File: config.mk
export PLATFORM = sky130hd
export DESIGN_NAME = mem_xfer_ctrl_flat
export DESIGN_NICKNAME = d
export VERILOG_FILES = /design/src/rtl/mem_xfer_pkg.sv /design/src/rtl/mem_xfer_ctrl_if.sv /design/src/rtl/mem_xfer_ctrl.sv /design/src/flat_wrapper.sv
export SDC_FILE = /design/constraint.sdc
export NUM_CORES = 1
export LEC_CHECK = 0
export BUFFER_PORTS_ARGS = -buffer_cell sky130_fd_sc_hd__buf_2
export CORE_MARGIN = 1
export CORE_UTILIZATION = 30
export DETAILED_ROUTE_END_ITERATION = 10
export HOLD_SLACK_MARGIN = 0.15
export PLACE_DENSITY_LB_ADDON = 0.3
export SLEW_MARGIN = 20
export SYNTH_ARGS = -nofsm -noshare
export SYNTH_HDL_FRONTEND = slang
export SYNTH_SLANG_ARGS = --single-unit
File: constraint.sdc
create_clock -name clk -period 2.4 [get_ports clk]
set_clock_uncertainty 0.05 [all_clocks]
set_input_delay 0.24 -clock clk [delete_from_list [all_inputs] [get_ports clk]]
set_output_delay 0.24 -clock clk [all_outputs]
set_load 0.01 [all_outputs]
File: src/rtl/mem_xfer_pkg.sv
// Shared constants for the MemoryA -> MemoryB transfer controller.
package mem_xfer_pkg;

    localparam int unsigned AddrWDefault = 2;
    localparam int unsigned DataWDefault = 8;
    localparam int unsigned DepthDefault = 4;

    // 3-bit state encoding; StIdle must stay 0 so reset lands in idle.
    localparam logic [2:0] StIdle  = 3'd0;
    localparam logic [2:0] StRdA   = 3'd1;
    localparam logic [2:0] StSetup = 3'd2;
    localparam logic [2:0] StWrB   = 3'd3;
    localparam logic [2:0] StHold  = 3'd4;
    localparam logic [2:0] StVfRd  = 3'd5;
    localparam logic [2:0] StDone  = 3'd6;

endpackage

File: src/rtl/mem_xfer_ctrl_if.sv
// Host handshake and two-memory bus seen by the transfer controller.
interface mem_xfer_ctrl_if #(
    parameter int unsigned ADDR_W = mem_xfer_pkg::AddrWDefault,
    parameter int unsigned DATA_W = mem_xfer_pkg::DataWDefault
);
    logic              Start;
    logic              Verify;
    logic [ADDR_W-1:0] AddrA;
    logic [DATA_W-1:0] DataOutA;
    logic [ADDR_W-1:0] AddrB;
    logic              WEB;
    logic [DATA_W-1:0] DataInB;
    logic [DATA_W-1:0] DataOutB;
    logic              Busy;
    logic              Done;
    logic              Error;
    logic [ADDR_W-1:0] ErrAddr;
    logic [ADDR_W:0]   XferCount;

    modport master (
        input  Start, Verify, DataOutA, DataOutB,
        output AddrA, AddrB, WEB, DataInB, Busy, Done, Error, ErrAddr, XferCount
    );

    modport slave (
        output Start, Verify, DataOutA, DataOutB,
        input  AddrA, AddrB, WEB, DataInB, Busy, Done, Error, ErrAddr, XferCount
    );

endinterface

File: src/rtl/mem_xfer_ctrl.sv
// Copies MemoryA into MemoryB word by word with a guarded one-cycle write strobe,
// optionally reading MemoryB back and flagging the first mismatching address.
module mem_xfer_ctrl
    import mem_xfer_pkg::*;
#(
    parameter int unsigned ADDR_W = AddrWDefault,
    parameter int unsigned DATA_W = DataWDefault,
    parameter int unsigned DEPTH  = DepthDefault
) (
    input logic             clk,
    input logic             rst_n,
    mem_xfer_ctrl_if.master bus
);

    localparam logic [ADDR_W-1:0] LastIdx = ADDR_W'(DEPTH - 1);

    logic [2:0]        stateQ, stateD;
    logic [ADDR_W-1:0] idxQ, idxD;
    logic [ADDR_W-1:0] addrQ, addrD;
    logic [DATA_W-1:0] dataQ, dataD;
    logic              webQ, webD;
    logic              busyQ, busyD;
    logic              doneQ, doneD;
    logic              errorQ, errorD;
    logic [ADDR_W-1:0] errAddrQ, errAddrD;
    logic [ADDR_W:0]   cntQ, cntD;
    logic              verifyQ, verifyD;

    always_comb begin
        stateD   = stateQ;
        idxD     = idxQ;
        addrD    = addrQ;
        dataD    = dataQ;
        webD     = 1'b0;
        busyD    = busyQ;
        doneD    = 1'b0;
        errorD   = errorQ;
        errAddrD = errAddrQ;
        cntD     = cntQ;
        verifyD  = verifyQ;
        unique case (stateQ)
            StIdle: begin
                if (bus.Start) begin
                    verifyD  = bus.Verify;
                    errorD   = 1'b0;
                    errAddrD = '0;
                    cntD     = '0;
                    idxD     = '0;
                    addrD    = '0;
                    busyD    = 1'b1;
                    stateD   = StRdA;
                end
            end
            StRdA: begin
                dataD  = bus.DataOutA;
                stateD = StSetup;
            end
            StSetup: begin
                webD   = 1'b1;
                stateD = StWrB;
            end
            StWrB: begin
                cntD   = cntQ + 1'b1;
                stateD = StHold;
            end
            StHold: begin
                // Address and data stay put here so they outlive the strobe by one edge.
                if (idxQ == LastIdx) begin
                    if (verifyQ) begin
                        idxD   = '0;
                        addrD  = '0;
                        stateD = StVfRd;
                    end else begin
                        doneD  = 1'b1;
                        stateD = StDone;
                    end
                end else begin
                    idxD   = idxQ + 1'b1;
                    addrD  = idxQ + 1'b1;
                    stateD = StRdA;
                end
            end
            StVfRd: begin
                if ((bus.DataOutB != bus.DataOutA) && !errorQ) begin
                    errorD   = 1'b1;
                    errAddrD = idxQ;
                end
                if (idxQ == LastIdx) begin
                    doneD  = 1'b1;
                    stateD = StDone;
                end else begin
                    idxD  = idxQ + 1'b1;
                    addrD = idxQ + 1'b1;
                end
            end
            StDone: begin
                busyD  = 1'b0;
                stateD = StIdle;
            end
            default: begin
                busyD  = 1'b0;
                stateD = StIdle;
            end
        endcase
    end

    // Every output is a flop with async clear, so WEB drops the moment rst_n falls.
    always_ff @(posedge clk or negedge rst_n) begin
        if (!rst_n) begin
            stateQ   <= StIdle;
            idxQ     <= '0;
            addrQ    <= '0;
            dataQ    <= '0;
            webQ     <= 1'b0;
            busyQ    <= 1'b0;
            doneQ    <= 1'b0;
            errorQ   <= 1'b0;
            errAddrQ <= '0;
            cntQ     <= '0;
            verifyQ  <= 1'b0;
        end else begin
            stateQ   <= stateD;
            idxQ     <= idxD;
            addrQ    <= addrD;
            dataQ    <= dataD;
            webQ     <= webD;
            busyQ    <= busyD;
            doneQ    <= doneD;
            errorQ   <= errorD;
            errAddrQ <= errAddrD;
            cntQ     <= cntD;
            verifyQ  <= verifyD;
        end
    end

    assign bus.AddrA     = addrQ;
    assign bus.AddrB     = addrQ;
    assign bus.WEB       = webQ;
    assign bus.DataInB   = dataQ;
    assign bus.Busy      = busyQ;
    assign bus.Done      = doneQ;
    assign bus.Error     = errorQ;
    assign bus.ErrAddr   = errAddrQ;
    assign bus.XferCount = cntQ;

endmodule
File: src/flat_wrapper.sv
// flat-port wrapper written by rule: the top's interface ports become plain ports
module mem_xfer_ctrl_flat import mem_xfer_pkg::*;
#(
    parameter int unsigned ADDR_W = AddrWDefault,
    parameter int unsigned DATA_W = DataWDefault,
    parameter int unsigned DEPTH  = DepthDefault
)
  (clk, rst_n, bus_Start, bus_Verify, bus_DataOutA, bus_DataOutB, bus_AddrA, bus_AddrB, bus_WEB, bus_DataInB, bus_Busy, bus_Done, bus_Error, bus_ErrAddr, bus_XferCount);
  mem_xfer_ctrl_if #(.ADDR_W(ADDR_W), .DATA_W(DATA_W)) bus_i ();
  input logic clk;
  input logic rst_n;
  input wire logic [$bits(bus_i.Start)-1:0] bus_Start;
  input wire logic [$bits(bus_i.Verify)-1:0] bus_Verify;
  input wire logic [$bits(bus_i.DataOutA)-1:0] bus_DataOutA;
  input wire logic [$bits(bus_i.DataOutB)-1:0] bus_DataOutB;
  output wire logic [$bits(bus_i.AddrA)-1:0] bus_AddrA;
  output wire logic [$bits(bus_i.AddrB)-1:0] bus_AddrB;
  output wire logic [$bits(bus_i.WEB)-1:0] bus_WEB;
  output wire logic [$bits(bus_i.DataInB)-1:0] bus_DataInB;
  output wire logic [$bits(bus_i.Busy)-1:0] bus_Busy;
  output wire logic [$bits(bus_i.Done)-1:0] bus_Done;
  output wire logic [$bits(bus_i.Error)-1:0] bus_Error;
  output wire logic [$bits(bus_i.ErrAddr)-1:0] bus_ErrAddr;
  output wire logic [$bits(bus_i.XferCount)-1:0] bus_XferCount;
  assign bus_i.Start = bus_Start;
  assign bus_i.Verify = bus_Verify;
  assign bus_i.DataOutA = bus_DataOutA;
  assign bus_i.DataOutB = bus_DataOutB;
  assign bus_AddrA = bus_i.AddrA;
  assign bus_AddrB = bus_i.AddrB;
  assign bus_WEB = bus_i.WEB;
  assign bus_DataInB = bus_i.DataInB;
  assign bus_Busy = bus_i.Busy;
  assign bus_Done = bus_i.Done;
  assign bus_Error = bus_i.Error;
  assign bus_ErrAddr = bus_i.ErrAddr;
  assign bus_XferCount = bus_i.XferCount;
  mem_xfer_ctrl #(.ADDR_W(ADDR_W), .DATA_W(DATA_W), .DEPTH(DEPTH)) u_core (.clk(clk), .rst_n(rst_n), .bus(bus_i));
endmodule
---- Word-level counts from Yosys, hierarchy flattened ----
Index checks and enable logic that the tools add are counted.
word-level totals
  output and inout bits ................... 21
  word-level logic and storage cells ...... 62
  register bits ........................... 23
  bits of input ports ..................... 20
cells by class
  bitwise operators ....................... 1
  multiplexer cells ....................... 24
  add/subtract/negate cells ............... 2
  equal/unequal tests ..................... 12
  reduce and logical (&&, ||, !) cells .... 13
operators with widths
  operator                                                               number
  3-bit one-hot mux with 6 select lines                                  1
  2-bit two-way mux                                                      6
  3-bit two-way mux                                                      4
  8-bit != test                                                          1
  2-bit AND reduction                                                    4
  1-bit two-way mux                                                      7
  3-bit by 2-bit equality test with 1-bit output, second input constant  2
  3-bit equality test, second input constant                             2
  1-bit one-hot mux with 2 select lines                                  3
  2-bit one-hot mux with 3 select lines                                  1
  3-bit one-hot mux with 2 select lines                                  1
  5-bit OR reduction                                                     1
  2-bit by 1-bit != test with 1-bit output, second input constant        2
  2-bit != test, second input constant                                   2
  2-bit one-hot mux with 2 select lines                                  1
  4-bit AND reduction                                                    1
  2-bit nonzero test                                                     2
  3-bit by 1-bit adder with 3-bit output, second input constant          1
  3-bit by 1-bit equality test with 1-bit output, second input constant  1
  3-bit logical NOT                                                      1
  3-bit by 2-bit != test with 1-bit output, second input constant        1
  3-bit AND reduction                                                    1
  3-bit nonzero test                                                     1
  2-bit by 1-bit adder with 2-bit output, second input constant          1
  4 further kinds                                                        4

---- Depth between registers and ports, before layout ----
  depth in word-level cells ............... 4
  mapped depth ............................ 5
  mapped depth without buffers ............ 5

---- Worst setup path after synthesis ----
No wires, ideal clock.
  path kind ............................... register -> register
  start point ............................. register u_core.stateQ[1]
  end point ............................... register u_core.errAddrQ[0], in the netlist u_core.bus.ErrAddr[0]
  clock period less this slack ............ 1.494 ns
  buffers on the path ..................... 1
  required time ........................... 2.225 ns
  library setup time ...................... 0.125 ns
  setup slack ............................. 0.906 ns
  cell stages (with the launch flop) ...... 6
  arrival time ............................ 1.320 ns
  cells stage by stage .................... dfrtp_1 buf_6 or3b_4 nor2_8 nor2b_1 mux2_2
on the way
  longest elaborated chain between the ends .. 3
  elaborated cells on any way between the ends .. 7
  classes of those cells .................. 3 x eq/ne; 1 x mux; 3 x reduce/logical
RTL lines
  element                                                                                  RTL line              source
  start, declared                                                                          mem_xfer_ctrl.sv:17   logic [2:0] stateQ, stateD;
  start signal, assigned                                                                   mem_xfer_ctrl.sv:110  stateQ <= StIdle;
  start signal, assigned                                                                   mem_xfer_ctrl.sv:122  stateQ <= stateD;
  3-bit equality test or 3-bit logical NOT (tied branches)                                 mem_xfer_ctrl.sv:41   unique case (stateQ)
  2-bit by 1-bit != test with 1-bit output (no source line), or another cell as far along  --
  3-bit AND reduction (no source line)                                                     --
  end signal, assigned                                                                     mem_xfer_ctrl.sv:130  errAddrQ <= errAddrD;
  end, declared                                                                            mem_xfer_ctrl.sv:25   logic [ADDR_W-1:0] errAddrQ, errAddrD;
Several ways; a longest one is shown, not always the timed one.
A chain may end at the register's enable or synchronous reset.

---- Worst setup path after layout ----
  start point ............................. register u_core.stateQ[1]
  end point ............................... register u_core.errAddrQ[1], in the netlist u_core.bus.ErrAddr[1]
Same word-level chain as after synthesis.

==> reports/qor.yml <==
placed_design:
  port_buffers: 40
  hpwl_um: 1780
  placed_cell_area_sq_mm: 0.00137
  place.gp.congestion: 0.762
layout:
  final_common_cell: "buf_2"
  stdcell_area_sq_mm: 0.00142
  fill_cells: 371
  area_growth_syn_to_layout_pct: 25.2
  final_nets: 161
  drive_above_1_share: 0.420
  layout_common_cells: "buf_2 (40), dfrtp_1 (23), mux2_2 (10)"
  n_antenna_cell: 0
global_route:
  grt_pass1_wl_um: 4110
  grt_antenna_before_repair: 0
  gr-total-overflow: 0
  grt_util_all_layers: 0.130
  grt_pass1_vias: 894
  grt_max_degree: 24
synthesis:
  synth_fa_ha_area_frac: 0.0220
  synthCells: 97
  synth_area_sq_mm: 0.00114
  synth_ff_type: "dfrtp_1"
  yosys.area_share.simple: 0.146
  synth_compound_area_frac: 0.117
  synth_xor_area_frac: 0.0616
  ys_seq_area_frac: 0.506
  syn-num-nets: 119
  async_flop_share: 1.00
  synth-edff-count: 0
  synth_top_family_by_area: "simple AND/OR/NAND/NOR gates"
  synth_cell_types: 32
  synth_top_area_frac: 0.506
  yosys.area.top_type: "dfrtp_1"
  synthMuxAreaShare: 0.108
  yosys_register_bits: 23
  yosysWarnings: 0
  synth.avg_cell_area_sq_um: 11.7
  ys_top_cells_by_area: "dfrtp_1 (51%), mux2_2 (9.9%), xnor2_1 (6.2%), nand2_1 (2.3%), a21oi_1 (2.2%)"
sta:
  hold_viol: 0
  slew_headroom: 0.664
  worstMarginPinSlew_ps: 503
  finalSetupViolCount: 0
  fin_crit_sh: 0.662
  final.setup.tns_ps: 0
  finalCriticalPeriod_ps: 1590
  rsz0062_at_grt: "false"
  fmax_ghz: 0.629
  finalMaxSlewViolations: 0
worst_setup_path:
  path_class: "flop to flop"
  cp.buffers_inverters: 0
  ff2ff_path_depth: 4
  critPathMaxStageDelay_ps: 500
  cp-start-kind: "flop"
  rr_startpoint: "u_core.stateQ[1]$_DFFE_PN0P_"
  cp_data_arrival_time_ps: 1690
  reg2reg_setup_slack_ps: 810
  cpMaxStageDelayCell: "dfrtp_1"
  cp_cell_sequence: "or3b_4 -> nor2_8 -> nor2b_1 -> mux2_2"
  rr_endpoint: "u_core.bus.ErrAddr[1]$_DFFE_PN0P_"
  cp.required_ps: 2500
  crit_family: "simple AND/OR/NAND/NOR gates"
  cp_max_fo: 10
  end_kind: "flop"
clock_network:
  htreeDepth: 1
  postCtsSetupRepairBufs: 0
  cts_inserted_buffers: 3
  clk_pin_slew_ps: 80
  clk_latency_ps: 260
  cts_tree: "yes"
  cts_sinks: 23
  clk_path_buf_depth: 2
  root_buffer: "clkbuf_8"
floorplanning:
  die_area_sq_mm: 0.00404
  start_util: 0.311
  die_y_um: 63.6
  io_pins: 41
  dieWidth_um: 63.6
  coreArea_sq_mm: 0.00366
  rows: 22
run_status:
  outcome: "completed"
pwr:
  power.ir.vdd_worst_mv: 0.502
  power.total_mw: 1.69
  power_density_mw_per_mm2: 1190
  p_leak_nw: 0.682
routing:
  ant_nets: 0
  wl_um: 2320
  remaining_drc_errors: 0
  vias: 848
  drt_pass1_iterations: 3
  wl_per_cell_um: 12.5
  vias_per_cell: 4.56
  drt_iter0_drc: 22
worst_hold_path:
  hp-class: "input pin to flop"
  holdPathStages: 3
  hold_start: "bus_Verify"
  holdPathEnd: "u_core.verifyQ$_DFFE_PN0P_"
job:
  max_cap_violations: 0
==> per-stage QoR <==
stage / setup slack [ps] / utilization / std cells / hold WS [ps]
final: 811 / 0.389 / 186 / 173
after global routing: 745 / 0.389 / 186 / 175
after CTS: 785 / 0.389 / 186 / 174
after detailed placement: 805 / 0.374 / 181 / 198
after global placement: 864 / 0.374 / 181 / 204
after floorplan: 906 / - / 97 / -106
==> synth_stat cells (all sizes together), types with 2 or more instances <==
cell type	instances
nor2b	3
ha	2
o21ai	4
xnor2	8
dfrtp	23
mux2	10
nand4	2
a21oi	5
nor3b	2
buf	4
nor2	6
nand2b	3
inv	2
nand2	7
o22ai	2
==> where the power goes <==
part / switching, mW / leakage, nW / internal, mW
clock network: 0.124 / 0.0255 / 0.116
logic: 0.386 / 0.368 / 0.381
registers: 0.140 / 0.288 / 0.549
==> registers in the layout, summed over array words and instances (netlist names) <==
signal	count
u_core.bus.ErrAddr	2
u_core.bus.DataInB	8
u_core.bus.WEB	1
u_core.bus.Busy	1
u_core.verifyQ	1
u_core.bus.Done	1
u_core.bus.XferCount	3
u_core.bus.Error	1
u_core.stateQ	3
u_core.bus.AddrA	2
==> worst register-to-register path, cell delays in order (launching register included) <==
cell and delay (ps):
dfrtp_1 500, or3b_4 490, nor2_8 130, nor2b_1 50, mux2_2 260
==> metal layers <==
layer	vias up	track usage	share of wire
met3	5	0.0489	0.062
met2	25	0.219	0.49
met1	394	0.157	0.44
met4	0	0.0256	0.0082
met5	-	0	0
li1	424	-	-
==> kinds of logic after synthesis <==
group / after synthesis
buffers and inverters: 7
AOI/OAI and AO/OA: 20
xor gates and xnor gates: 8
and+or+nand+nor: 26
adders and majority gates: 2
DFF: 23
muxes: 11
==> layout make-up <==
cell class                 instances  area [sq um]  share of cell area
tap                               48          60.1              0.0422
multi-input combinational         67           517               0.363
inverter                           2          7.51             0.00527
timing repair buffer              42           218               0.153
sequential                        23           576               0.404
clock inverter                     1          5.00             0.00351
clock buffer                       3          41.3              0.0290
==> timing repair <==
action	4_1_cts	5_1_grt
hold buffers	1	0
resized for setup	0	0
endpoints found under the hold margin	23	0
setup endpoints to repair	0	0
==> how the worst max path moves through the flow <==
stage          slack [ps]  cells after the start                                  end                    startpoint
2_1_floorplan         910                      5    u_core.bus.ErrAddr[0]$_DFFE_PN0P_  u_core.stateQ[1]$_DFFE_PN0P_
3_3_place_gp          860                      4    u_core.bus.ErrAddr[0]$_DFFE_PN0P_  u_core.stateQ[2]$_DFFE_PN0P_
3_5_place_dp          810                      2    u_core.bus.DataInB[1]$_DFFE_PN0P_  u_core.stateQ[2]$_DFFE_PN0P_
4_1_cts               780                      2    u_core.bus.DataInB[1]$_DFFE_PN0P_  u_core.stateQ[2]$_DFFE_PN0P_
5_1_grt               750                      3  u_core.bus.XferCount[2]$_DFFE_PN0P_  u_core.stateQ[1]$_DFFE_PN0P_
6_report              810                      4    u_core.bus.ErrAddr[1]$_DFFE_PN0P_  u_core.stateQ[1]$_DFFE_PN0P_
No activity file was read; power rests on OpenSTA's default activity.
